**src/rtl/hazard_ctrl_pkg.sv**
```systemverilog
// Shared pipeline definitions: control state encoding, register index width, bubble word.
// Pure declarations, no logic, no latency.
// Imported by the hazard controller and by the inter-stage latches.
package hazard_ctrl_pkg;

    // Register index width of the integer register file
    localparam int REG_W = 5;

    // All-zero NOP word that a latch loads when told to insert a bubble
    localparam logic [31:0] NOP_WORD = 32'h0000_0000;

    // Hazard controller states
    typedef enum logic [1:0] {
        ST_RUN      = 2'd0,
        ST_FLUSH    = 2'd1,
        ST_MEM_WAIT = 2'd2
    } state_t;

endpackage

```
**src/rtl/hazard_ctrl.sv**
```systemverilog
// Pipeline hazard controller: latch enables/bubbles for load-use, branch flush and memory freeze.
// Zero-cycle decode of enables and bubbles; state and counters update on the stg_clk rising edge.
// A pending data-memory access freezes every latch and the PC until mem_ready.
module hazard_ctrl
    import hazard_ctrl_pkg::*;
#(
    parameter int FLUSH_CYCLES = 1,
    parameter int MEM_TIMEOUT  = 255
) (
    input  logic             stg_clk,
    input  logic             reset,
    input  logic [REG_W-1:0] id_rs1,
    input  logic [REG_W-1:0] id_rs2,
    input  logic             id_rs1_used,
    input  logic             id_rs2_used,
    input  logic [REG_W-1:0] ex_rd,
    input  logic             ex_rd_memory,
    input  logic             ex_save_to_reg,
    input  logic             branch_taken,
    input  logic             mem_req,
    input  logic             mem_ready,
    output logic             pc_ena,
    output logic             ifid_ena,
    output logic             idex_ena,
    output logic             exmem_ena,
    output logic             memwb_ena,
    output logic             ifid_x,
    output logic             idex_x,
    output logic             exmem_x,
    output logic             mem_timeout,
    output logic [15:0]      stall_count
);

    // Extra IF/ID bubbles after the first flush cycle
    localparam logic [15:0] FLUSH_RES = 16'(FLUSH_CYCLES - 1);
    localparam logic [31:0] TMO_LIMIT = 32'(MEM_TIMEOUT);

    state_t      state;
    state_t      saved_state;
    state_t      eff_state;
    logic [15:0] flush_cnt;
    logic [31:0] wait_cnt;
    logic        frozen;
    logic        do_branch;
    logic        do_load_use;

    // A load in EX whose destination is read by the instruction in ID
    function automatic logic load_use_hit(
        input logic [REG_W-1:0] rs1,
        input logic [REG_W-1:0] rs2,
        input logic [REG_W-1:0] rd,
        input logic             rs1_used,
        input logic             rs2_used,
        input logic             is_load,
        input logic             writes_rd
    );
        return is_load && writes_rd && (rd != '0) &&
               ((rs1_used && (rs1 == rd)) || (rs2_used && (rs2 == rd)));
    endfunction

    // Hazard decode; while waiting on memory the saved state decides what happens on release
    always_comb begin
        eff_state   = (state == ST_MEM_WAIT) ? saved_state : state;
        frozen      = mem_req && !mem_ready;
        do_branch   = !frozen && (eff_state == ST_RUN) && branch_taken;
        do_load_use = !frozen && (eff_state == ST_RUN) && !branch_taken &&
                      load_use_hit(id_rs1, id_rs2, ex_rd, id_rs1_used, id_rs2_used,
                                   ex_rd_memory, ex_save_to_reg);
    end

    // Latch control outputs, priority freeze > branch flush > load-use; all zero in reset
    always_comb begin
        pc_ena    = 1'b0;
        ifid_ena  = 1'b0;
        idex_ena  = 1'b0;
        exmem_ena = 1'b0;
        memwb_ena = 1'b0;
        ifid_x    = 1'b0;
        idex_x    = 1'b0;
        exmem_x   = 1'b0;
        if (!reset && !frozen) begin
            pc_ena    = 1'b1;
            ifid_ena  = 1'b1;
            idex_ena  = 1'b1;
            exmem_ena = 1'b1;
            memwb_ena = 1'b1;
            if (do_branch) begin
                ifid_x = 1'b1;
                idex_x = 1'b1;
            end else if (eff_state == ST_FLUSH) begin
                ifid_x = 1'b1;
            end else if (do_load_use) begin
                pc_ena   = 1'b0;
                ifid_ena = 1'b0;
                idex_x   = 1'b1;
            end
        end
    end

    // State, flush residue, wait/timeout tracking and stall statistics
    always_ff @(posedge stg_clk or posedge reset) begin
        if (reset) begin
            state       <= ST_RUN;
            saved_state <= ST_RUN;
            flush_cnt   <= '0;
            wait_cnt    <= '0;
            mem_timeout <= 1'b0;
            stall_count <= '0;
        end else begin
            if (!pc_ena && (stall_count != 16'hFFFF)) begin
                stall_count <= stall_count + 16'd1;
            end
            if (frozen) begin
                // Remember where to resume; flush_cnt is left untouched so the residue survives
                if (state != ST_MEM_WAIT) begin
                    saved_state <= state;
                end
                state <= ST_MEM_WAIT;
                if (wait_cnt != TMO_LIMIT) begin
                    wait_cnt <= wait_cnt + 32'd1;
                end
                // Flag is registered: it is raised by the edge that ends the MEM_TIMEOUT-th wait cycle
                if ((wait_cnt + 32'd1) >= TMO_LIMIT) begin
                    mem_timeout <= 1'b1;
                end
            end else begin
                wait_cnt <= '0;
                case (eff_state)
                    ST_RUN: begin
                        if (branch_taken && (FLUSH_CYCLES > 1)) begin
                            state     <= ST_FLUSH;
                            flush_cnt <= FLUSH_RES;
                        end else begin
                            state <= ST_RUN;
                        end
                    end
                    ST_FLUSH: begin
                        if (flush_cnt <= 16'd1) begin
                            state     <= ST_RUN;
                            flush_cnt <= '0;
                        end else begin
                            state     <= ST_FLUSH;
                            flush_cnt <= flush_cnt - 16'd1;
                        end
                    end
                    default: state <= ST_RUN;
                endcase
            end
        end
    end

endmodule

```
**config.mk**
```make
export PLATFORM = sky130hd
export DESIGN_NAME = hazard_ctrl
export DESIGN_NICKNAME = d
export VERILOG_FILES = /design/src/rtl/hazard_ctrl_pkg.sv /design/src/rtl/hazard_ctrl.sv
export SDC_FILE = /design/constraint.sdc
export NUM_CORES = 1
export LEC_CHECK = 0
export BUFFER_PORTS_ARGS = -buffer_cell sky130_fd_sc_hd__buf_4
export CAP_MARGIN = 20
export CORE_ASPECT_RATIO = 0.9
export CORE_UTILIZATION = 40
export DETAILED_ROUTE_END_ITERATION = 8
export GPL_TIMING_DRIVEN = 0
export PLACE_DENSITY = 0.54
export SLEW_MARGIN = 20
export SYNTH_ARGS = -nofsm -noshare
export SYNTH_HDL_FRONTEND = slang
export SYNTH_SLANG_ARGS = --single-unit
```
**constraint.sdc**
```tcl
create_clock -name stg_clk -period 3.2 [get_ports stg_clk]
set_input_delay 0.32 -clock stg_clk [delete_from_list [all_inputs] [get_ports stg_clk]]
set_output_delay 0.32 -clock stg_clk [all_outputs]
set_load 0.01 [all_outputs]
```
==> impl_results.md, run 1 <==
* Total CTS buffers at 9
* CP max FO at 6
* RSZ-0062 raised after global routing: false
* First-pass GRT wire length at 15,100 um
* Post-synth top flop: dfrtp_1
* Row Count at 34
* Fraction of layout cells with a size suffix above 1 at 18.3%
* Hold Crit Class: in -> async
* CTS H-tree depth at 3
* Chip width at 109 um
* Post-CTS Hold Buffers at 0
* PwrDens at 454 mW/mm2
* EDFF count, synth at 0
* Max cap viols at 0
* Ant diodes at 0
* Layout area overhead at 20.1%
* Ys Warns at 0
* Die Y at 98.0 um
* Critical Path AT at 2.99 ns
* Vias in the first global route at 3,123
* Largest net degree at the start of global routing at 44
* # setup viols final at 0
* Max incr delay on CP at 0.55 ns
* TNS Setup at 0 ns
* Skew final at 0.0101 ns
* Hold Violations, Final at 0
* Yosys reg bits at 69
* Hold_ws at 0.00724 ns
* Top post-synthesis cells by area: dfrtp_1, xnor2_1, xor2_1
* GRT Overall Usage at 18.1%
* Core footprint at 0.00983 mm2
* Slew @ Worst Pin at 0.773 ns
* Post CTS Setup Buffer Count at 0
* Initial antenna violation count at 0
* Data required, critical path at 3.39 ns
* Clk sinks at 69
* VDD IR-drop max at 242 uV
* Worst Setup Start Kind: flip-flop
* Setup CP Type: reg -> reg
* Reg-to-reg setup timing slack at 0.40 ns
* Crit path capture type: flip-flop
* Final Max Tran Viols at 0
* IO Pins at 49
* Initial DRC count at 137
* Drt pass-1 iters at 4
* CTS resizes at 0
* Largest area contributor in the netlist: dfrtp_1
* CP cell instances: ha_1, nand3_2, nor4_4, nand3_1, nor2_1, xor2_1, a2111oi_0, a41oi_1
* Design Power at 2230 uW
* Synth Cell Area at 0.00409 mm2
* CTS tree: done
* R2R depth at 8
* Buf/Inv on CP at 0
* Synth Net Count at 480
* Final WL at 9010 um
* Crit-path leading delay family: simple AND/OR/NAND/NOR gates
* Syn Inst Count at 451
* Post-route ant nets at 0
* Number of fill cells at 938
* Post-detail-place hpwl at 6370 um
* Clk buf depth at 2
* DR WL/cell at 14.1 um
* Synth top area share at 42.2%
* Initial Util at 41.7%
* Final GP Congestion at 0.844
* FMAX at 357 MHz
* Vias/cell at 5.21
* Clock latency at the later pin of the worst-skew pair at 0.33 ns
* Vias at 3,337
* Count of cell types in the netlist at 60
* DRC viols at 0
* Worst slew margin at 48.1%
* Sequential share of the synthesized area at 42.2%
* Status: complete, no violations
* CP max-delay cell: nor4_4
* Die area at 0.0106 mm2
* Async S/R FF share, synth at 100%
* CTS Root Cell: clkbuf_16
* P_leak at 0.00217 uW
* Port Buffer Count at 47
* GRT overflow at 0
* CTS clk-pin slew, worst paths at 0.06 ns
* Final Cycle Share at 87.5%
* Worst path depth at 8
* Final net count at 539
* Tmin final at 2.80 ns
* Synth Area per Inst at 9.08 um2
[layer usage]
| layer | wire length, um | GRT usage [%] | part of all wire [%] |
|---|---|---|---|
| met1 | 4660 | 26.4 | 52 |
| met2 | 3910 | 27.4 | 43 |
| met3 | 365 | 3.94 | 4.0 |
| met4 | 69 | 4.05 | 0.77 |
| met5 | 0 | 0 | 0 |
[worst reg2reg max path: stages (launching register included)]
cell and delay (ns):
dfrtp_1 0.41, ha_1 0.27, nand3_2 0.21, nor4_4 0.55, nand3_1 0.33, nor2_1 0.21
xor2_1 0.10, a2111oi_0 0.41, a41oi_1 0.17
[metrics by stage]
step | cells | worst slack [ns] | instance area, um2 | util (%)
2_1_floorplan | 451 | 0.930 | 4090 | -
3_3_place_gp | 624 | 0.0670 | 4600 | 46.9
3_5_place_dp | 625 | 0.477 | 4630 | 47.2
4_1_cts | 641 | 0.450 | 4920 | 50.0
5_1_grt | 641 | 0.223 | 4920 | 50.0
6_report | 641 | 0.399 | 4920 | 50.0
[state kept, by name (all words and copies together), names as in the netlist]
name         count
flush_cnt       16
stall_count     16
wait_cnt        32
mem_timeout      1
saved_state      2
state            2
[cells by family (layout without fill, tap and decap cells)]
| group | Yosys count | in the layout | synth area share, % |
|---|---|---|---|
| XOR/XNOR | 68 | 68 | 14.5 |
| other | 1 | 1 | 0.0916 |
| flip-flops | 69 | 69 | 42.2 |
| adder cells (fa/ha/maj) | 5 | 5 | 1.53 |
| multiplexers | 8 | 8 | 2.08 |
| buffers and inverters | 38 | 102 | 4.28 |
| AND/OR/NAND/NOR | 214 | 214 | 27.0 |
| AO/OA/AOI/OAI | 48 | 48 | 8.34 |
[cell type report]
type / instances / area, um2 / share of cell area (%)
multi-input combinational: 344 / 2190 / 44.6
sequential: 69 / 1730 / 35.1
timing repair buffer: 48 / 380 / 7.74
clock buffer: 9 / 225 / 4.58
tap: 126 / 158 / 3.21
buffer: 28 / 138 / 2.80
clock inverter: 7 / 57.6 / 1.17
inverter: 10 / 40.0 / 0.814
[final timing paths]
check	endpoint	startpoint
worst max-delay path	mem_timeout	wait_cnt[1]
worst min-delay path	wait_cnt[13]	reset
worst max register to register	mem_timeout	wait_cnt[1]
worst min register to register	stall_count[15]	stall_count[15]
max in group asynchronous	flush_cnt[8]	reset
min in group stg_clk	state[1]	mem_ready
[cell usage in the layout (no fill, tap or decap), types with 4 or more instances in the layout]
master     count
dfrtp_1       69
nor2_1        64
buf_4         53
nand2_1       40
xnor2_1       40
xor2_1        28
nand3_1       26
nand4_1       16
o21ai_0       15
clkbuf_1      13
nor4_1        10
nor3_1        10
and3_1        10
a21oi_1       10
clkbuf_16      9
buf_2          8
inv_1          8
nor2b_1        5
nor4b_1        5
ha_1           5
or3_1          4
a211oi_1       4
mux2i_1        4
[Yosys cell counts, types with 6 or more instances]
master / instances
a21oi_1: 10
and3_1: 10
buf_2: 8
buf_4: 6
clkbuf_1: 13
dfrtp_1: 69
inv_1: 9
nand2_1: 40
nand3_1: 26
nand4_1: 16
nor2_1: 64
nor3_1: 10
nor4_1: 10
o21ai_0: 15
xnor2_1: 40
xor2_1: 28
[power breakdown]
group	switching [uW]	internal [uW]
Sequential	71.2	922
Combinational	134	154
Clock	415	534
No activity file was read; power rests on OpenSTA's default activity.
==> run 2, diff against run 1 <==
CORE_UTILIZATION = 29   (was 40)
PLACE_DENSITY = not set   (was 0.54)
==> run 2 against run 1 <==
Net effect: sequential share of layout area down 0.95 points; clock power up 17%; combinational power about the same; die area up 37%; worst hold slack better by 0.39 ns; maximum frequency up 4.2%; via count up 0.72%; design area up 2.8%; critical path type unchanged; sequential power about the same; cell count up 10%; register-to-register slack better by 0.11 ns; first-iteration DRC count up 30%.
==> impl_results.md, run 2 (synthesis results as in run 1) <==
* Status: complete, no violations
* Vias/cell at 4.77
* Skew final at 0.00857 ns
* Chip width at 127 um
* Fraction of layout cells with a size suffix above 1 at 18.2%
* Layout area overhead at 23.4%
* Post CTS Setup Buffer Count at 0
* Largest register FFs at 32
* Drt pass-1 iters at 4
* Port Buffer Count at 47
* Comb pwr share at 12.1%
* Final Max Tran Viols at 0
* FF-to-FF End: mem_timeout
* CP Launch Point: wait_cnt[1]
* Clock power share at 46.3%
* GR Util met2 at 20.8%
* Final GP Congestion at 0.814
* P_int at 1770 uW
* Final net count at 540
* CTS clk-pin slew, worst paths at 0.06 ns
* Die Y at 115 um
* First-pass GRT wire length at 15,400 um
* R2R depth at 8
* Clock latency at the later pin of the worst-skew pair at 0.34 ns
* Reg-to-reg setup timing slack at 0.51 ns
* Post-route ant nets at 0
* Initial DRC count at 178
* CTS H-tree depth at 3
* Final WL at 9070 um
* Switch share at 25.9%
* Grt met1 use at 17.7%
* CTS tree: done
* Core footprint at 0.0136 mm2
* Die area at 0.0146 mm2
* Worst Setup Start Kind: flip-flop
* DR WL/cell at 12.9 um
* Finished Cell Area at 0.00505 mm2
* RSZ-0062 raised after global routing: false
* Final Cycle Share at 84.0%
* Crit path to: mem_timeout
* Met3 Use GR at 3.64%
* # setup viols final at 0
* Crit path capture type: flip-flop
* Sequential share of power at 41.6%
* Hold Crit Class: in -> reg
* Initial antenna violation count at 0
* GRT Overall Usage at 13.3%
* Slew @ Worst Pin at 0.723 ns
* Design Power at 2390 uW
* VDD IR-drop max at 380 uV
* Setup CP Type: reg -> reg
* Commonest non-fill, non-tap cell in the layout: dfrtp_1
* Post-detail-place hpwl at 6610 um
* FMAX at 372 MHz
* Clk sinks at 69
* Tmin final at 2.69 ns
* Data required, critical path at 3.39 ns
* Worst slew margin at 51.4%
* Clk buf depth at 2
* Number of fill cells at 1,336
* Vias in the first global route at 3,212
* Top reg by flops: wait_cnt
* Vias at 3,361
* GRT overflow at 0
* Hold Violations, Final at 0
* RR Startpoint: wait_cnt[1]
* DRC viols at 0
* CTS Root Cell: clkbuf_16
* Ant diodes at 0
* Placed Instance Area at 0.00471 mm2
* Biggest regs: wait_cnt x32, flush_cnt x16, stall_count x16
* CP max FO at 6
* Max cap viols at 0
* IO Pins at 49
* P_leak at 0.00220 uW
* Critical Path AT at 2.88 ns
* P_sw at 617 uW
* TNS Setup at 0 ns
* Initial Util at 30.2%
* Commonest non-fill, non-tap cells in the layout: dfrtp_1, nor2_1, buf_4, nand2_1, xnor2_1
* GRT busiest layer: met2
* Largest net degree at the start of global routing at 54
* PwrDens at 473 mW/mm2
* Row Count at 40
* Total CTS buffers at 9
-- run 2: cell count changes in the layout (fill, tap and decap cells not counted), sizes merged --
cell	change
bufinv	+2
clkinvlp	-2
dlygate4sd3	+1
-- run 2: how the worst min path moves through the flow --
stage               cells past startpoint             from              end
detailed placement                      2            reset         state[1]
CTS                                     3          mem_req         state[1]
floorplan                               2     flush_cnt[5]     flush_cnt[5]
finish                                  3        mem_ready         state[1]
global route                            3          mem_req         state[1]
global placement                        1  stall_count[12]  stall_count[12]
-- run 2: per-layer routing --
metal  vias to the layer above  routed length [um]
met1                      1589                4440
met2                        74                4090
met5                         -                   0
met3                        17                 375
li1                       1681                   -
met4                         0                 170
-- run 2: area by class of cell --
type | instances | area [um2] | share of cell area (%)
plain buffers | 28 | 138 | 2.72
clock buffers | 9 | 225 | 4.46
clock inverters | 7 | 105 | 2.08
inverters | 10 | 40.0 | 0.792
multi-input cells | 344 | 2190 | 43.4
flip-flops and latches | 69 | 1730 | 34.2
well taps | 189 | 236 | 4.68
repair buffers | 49 | 390 | 7.72
-- run 2: through the flow --
stage	worst slack (ns)	instances	hold WS (ns)	utilization, %
3_5_place_dp	0.549	688	0.301	34.8
4_1_cts	0.535	705	0.414	37.3
6_report	0.513	705	0.400	37.3
3_3_place_gp	0.200	687	0.477	34.5
2_1_floorplan	0.930	451	0.496	-
5_1_grt	0.202	705	0.436	37.3
-- run 2: power by group through the flow --
stage               registers [uW]  clock network (uW)  logic, uW
floorplan                     1020                   0        132
global placement              1000                   0        283
detailed placement            1010                   0        294
CTS                            995                1130        295
global route                  1000                1170        316
finish                         993                1110        289
-- run 2: worst max-delay path, stage by stage, from the launching register on --
cell,delay (ns)
dfrtp_1,0.42
ha_1,0.27
nand3_2,0.21
nor4_4,0.51
nand3_1,0.30
nor2_1,0.20
xor2_1,0.10
a2111oi_0,0.37
a41oi_1,0.17
-- run 2: timing repair --
action / in CTS / in global routing
endpoints found under the hold margin: 16 / 0
hold buffers: 1 / 0
gates resized for setup: 0 / 0
==> run 3, diff against run 2 <==
clock period = 2.8 ns   (was 3.2 ns; I/O delays follow)
==> run 3 against run 2 <==
Net effect: flip-flop and latch count is the same; sequential share of layout area hardly changed; maximum frequency increased by 4.1%; largest cell class unchanged; largest power group unchanged.
==> impl_results.md, run 3 (synthesis results as in run 1) <==
* Die area at 0.0146 mm2
* CP max FO at 10
* Data required, critical path at 3.02 ns
* Comb pwr share at 12.1%
* Skew final at 0.00920 ns
* RR Startpoint: wait_cnt[1]
* Slew @ Worst Pin at 0.718 ns
* Core footprint at 0.0136 mm2
* CP max-delay cell: or4_1
* Row Count at 40
* Initial DRC count at 230
* Final net count at 540
* Top reg by flops: wait_cnt
* FMAX at 387 MHz
* Worst slew margin at 51.7%
* Final GP Congestion at 0.814
* Max cap viols at 0
* Final WL at 9070 um
* FF+latch area at 0.00173 mm2
* CTS clk-pin slew, worst paths at 0.06 ns
* Hold Crit Class: in -> reg
* DP Cell Count at 688
* P_int at 2020 uW
* Hold Violations, Final at 0
* GRT overflow at 0
* Hold depth at 3
* P_leak at 0.00220 uW
* Critical Path AT at 2.80 ns
* CTS Root Cell: clkbuf_16
* Switch share at 25.9%
* Port Buffer Count at 47
* CTS H-tree depth at 3
* PwrDens at 540 mW/mm2
* CTS resizes at 0
* Largest register FFs at 32
* Drt pass-1 iters at 4
* Post-route ant nets at 0
* Crit-path leading delay family: simple AND/OR/NAND/NOR gates
* Post-place setup slack at 0.149 ns
* Final Max Tran Viols at 0
* R2R depth at 9
* Final Non-Filler Cells at 705
* Die Y at 115 um
* Buf/Inv on CP at 2
* # setup viols final at 0
* First-pass GRT wire length at 15,400 um
* CP Launch Point: wait_cnt[1]
* Clock latency at the later pin of the worst-skew pair at 0.34 ns
* Initial Util at 30.2%
* Crit path capture type: flip-flop
* Setup CP Type: reg -> reg
* Vias at 3,360
* P_sw at 706 uW
* Final worst slack at 0.218 ns
* Post-detail-place hpwl at 6610 um
* IO Pins at 49
* CTS tree: done
* Total CTS buffers at 9
* DR WL/cell at 12.9 um
* Hold_sp: mem_ready
* Chip width at 127 um
* RSZ-0062 raised after global routing: false
* VDD IR-drop max at 434 uV
* Status: complete, no violations
* Largest net degree at the start of global routing at 54
* Worst Setup Start Kind: flip-flop
* Number of fill cells at 1,336
* Tmin final at 2.58 ns
* GRT Overall Usage at 13.3%
* Clk buf depth at 2
* Layout area overhead at 23.5%
* Multi-input combinational cell area at 0.00219 mm2
* Biggest regs: wait_cnt x32, flush_cnt x16, stall_count x16
* DRC viols at 0
* Fraction of layout cells with a size suffix above 1 at 18.4%
* Clock power share at 46.3%
* Max incr delay on CP at 0.54 ns
* Hold endpoint: state[1]
* Sequential share of power at 41.6%
* Vias/cell at 4.77
* Vias in the first global route at 3,212
* Clk sinks at 69
* Initial antenna violation count at 0
* FF-to-FF End: wait_cnt[27]
* Final Cycle Share at 92.2%
* Hold_ws at 0.359 ns
* Commonest non-fill, non-tap cell in the layout: dfrtp_1
* Commonest non-fill, non-tap cells in the layout: dfrtp_1, nor2_1, buf_4, nand2_1, xnor2_1
* Ant diodes at 0
* CP cell instances: ha_1, nand3_2, nor2_4, nand2_1, or4_1, buf_2, nand2_2, buf_4, nor2_1
* Reg-to-reg setup timing slack at 0.22 ns
## run 3: changes by cell type in the layout (fill, tap and decap cells not counted)
cell / change
buf_4: +1
clkbuf_1: -1
## run 3: worst min-delay path, stage by stage
cell and delay, ns:
buf_4 0.07, nand2b_1 0.14, inv_2 0.12
## run 3: what timing repair did
item	CTS	global route
hold buffers	1	0
setup buffers	0	1
endpoints found under the hold margin	16	0
endpoints found under the setup margin	0	1
## run 3: worst max-delay path by stage
| stage | end | depth (start not counted) |
|---|---|---|
| finish | wait_cnt[27] | 9 |
| global route | wait_cnt[8] | 9 |
| CTS | mem_timeout | 8 |
| detailed placement | mem_timeout | 8 |
| global placement | wait_cnt[18] | 2 |
| floorplan | mem_timeout | 8 |
## run 3: routing by layer
metal / vias up / part of all wire [%] / GRT usage, %
met1: 1587 / 49 / 17.7
met2: 72 / 45 / 20.8
met4: 0 / 1.8 / 5.08
met5: - / 0 / 0
li1: 1684 / - / -
met3: 17 / 3.9 / 3.64
## run 3: power by group through the flow
stage / sequential (uW) / combinational, uW / clock, uW
2_1_floorplan: 1160 / 150 / 0
6_report: 1140 / 330 / 1260
5_1_grt: 1140 / 361 / 1340
3_3_place_gp: 1150 / 323 / 0
4_1_cts: 1140 / 337 / 1290
3_5_place_dp: 1150 / 336 / 0
## run 3: layout make-up
cell class	count	area share (%)
Tap cell	189	4.68
Clock inverter	7	2.08
Inverter	10	0.792
Timing Repair Buffer	50	7.87
Multi-Input combinational cell	344	43.3
Buffer	27	2.65
Clock buffer	9	4.45
Sequential cell	69	34.1
## run 3: per-stage QoR
stage / instance area [um2] / TNS, ns / power, uW / utilization (%)
after floorplan: 4090 / 0 / 1310 / -
after global placement: 4680 / -10.74 / 1470 / 34.5
after detailed placement: 4710 / 0 / 1490 / 34.8
after CTS: 5050 / 0 / 2760 / 37.3
after global routing: 5060 / 0 / 2840 / 37.3
final: 5060 / 0 / 2730 / 37.3
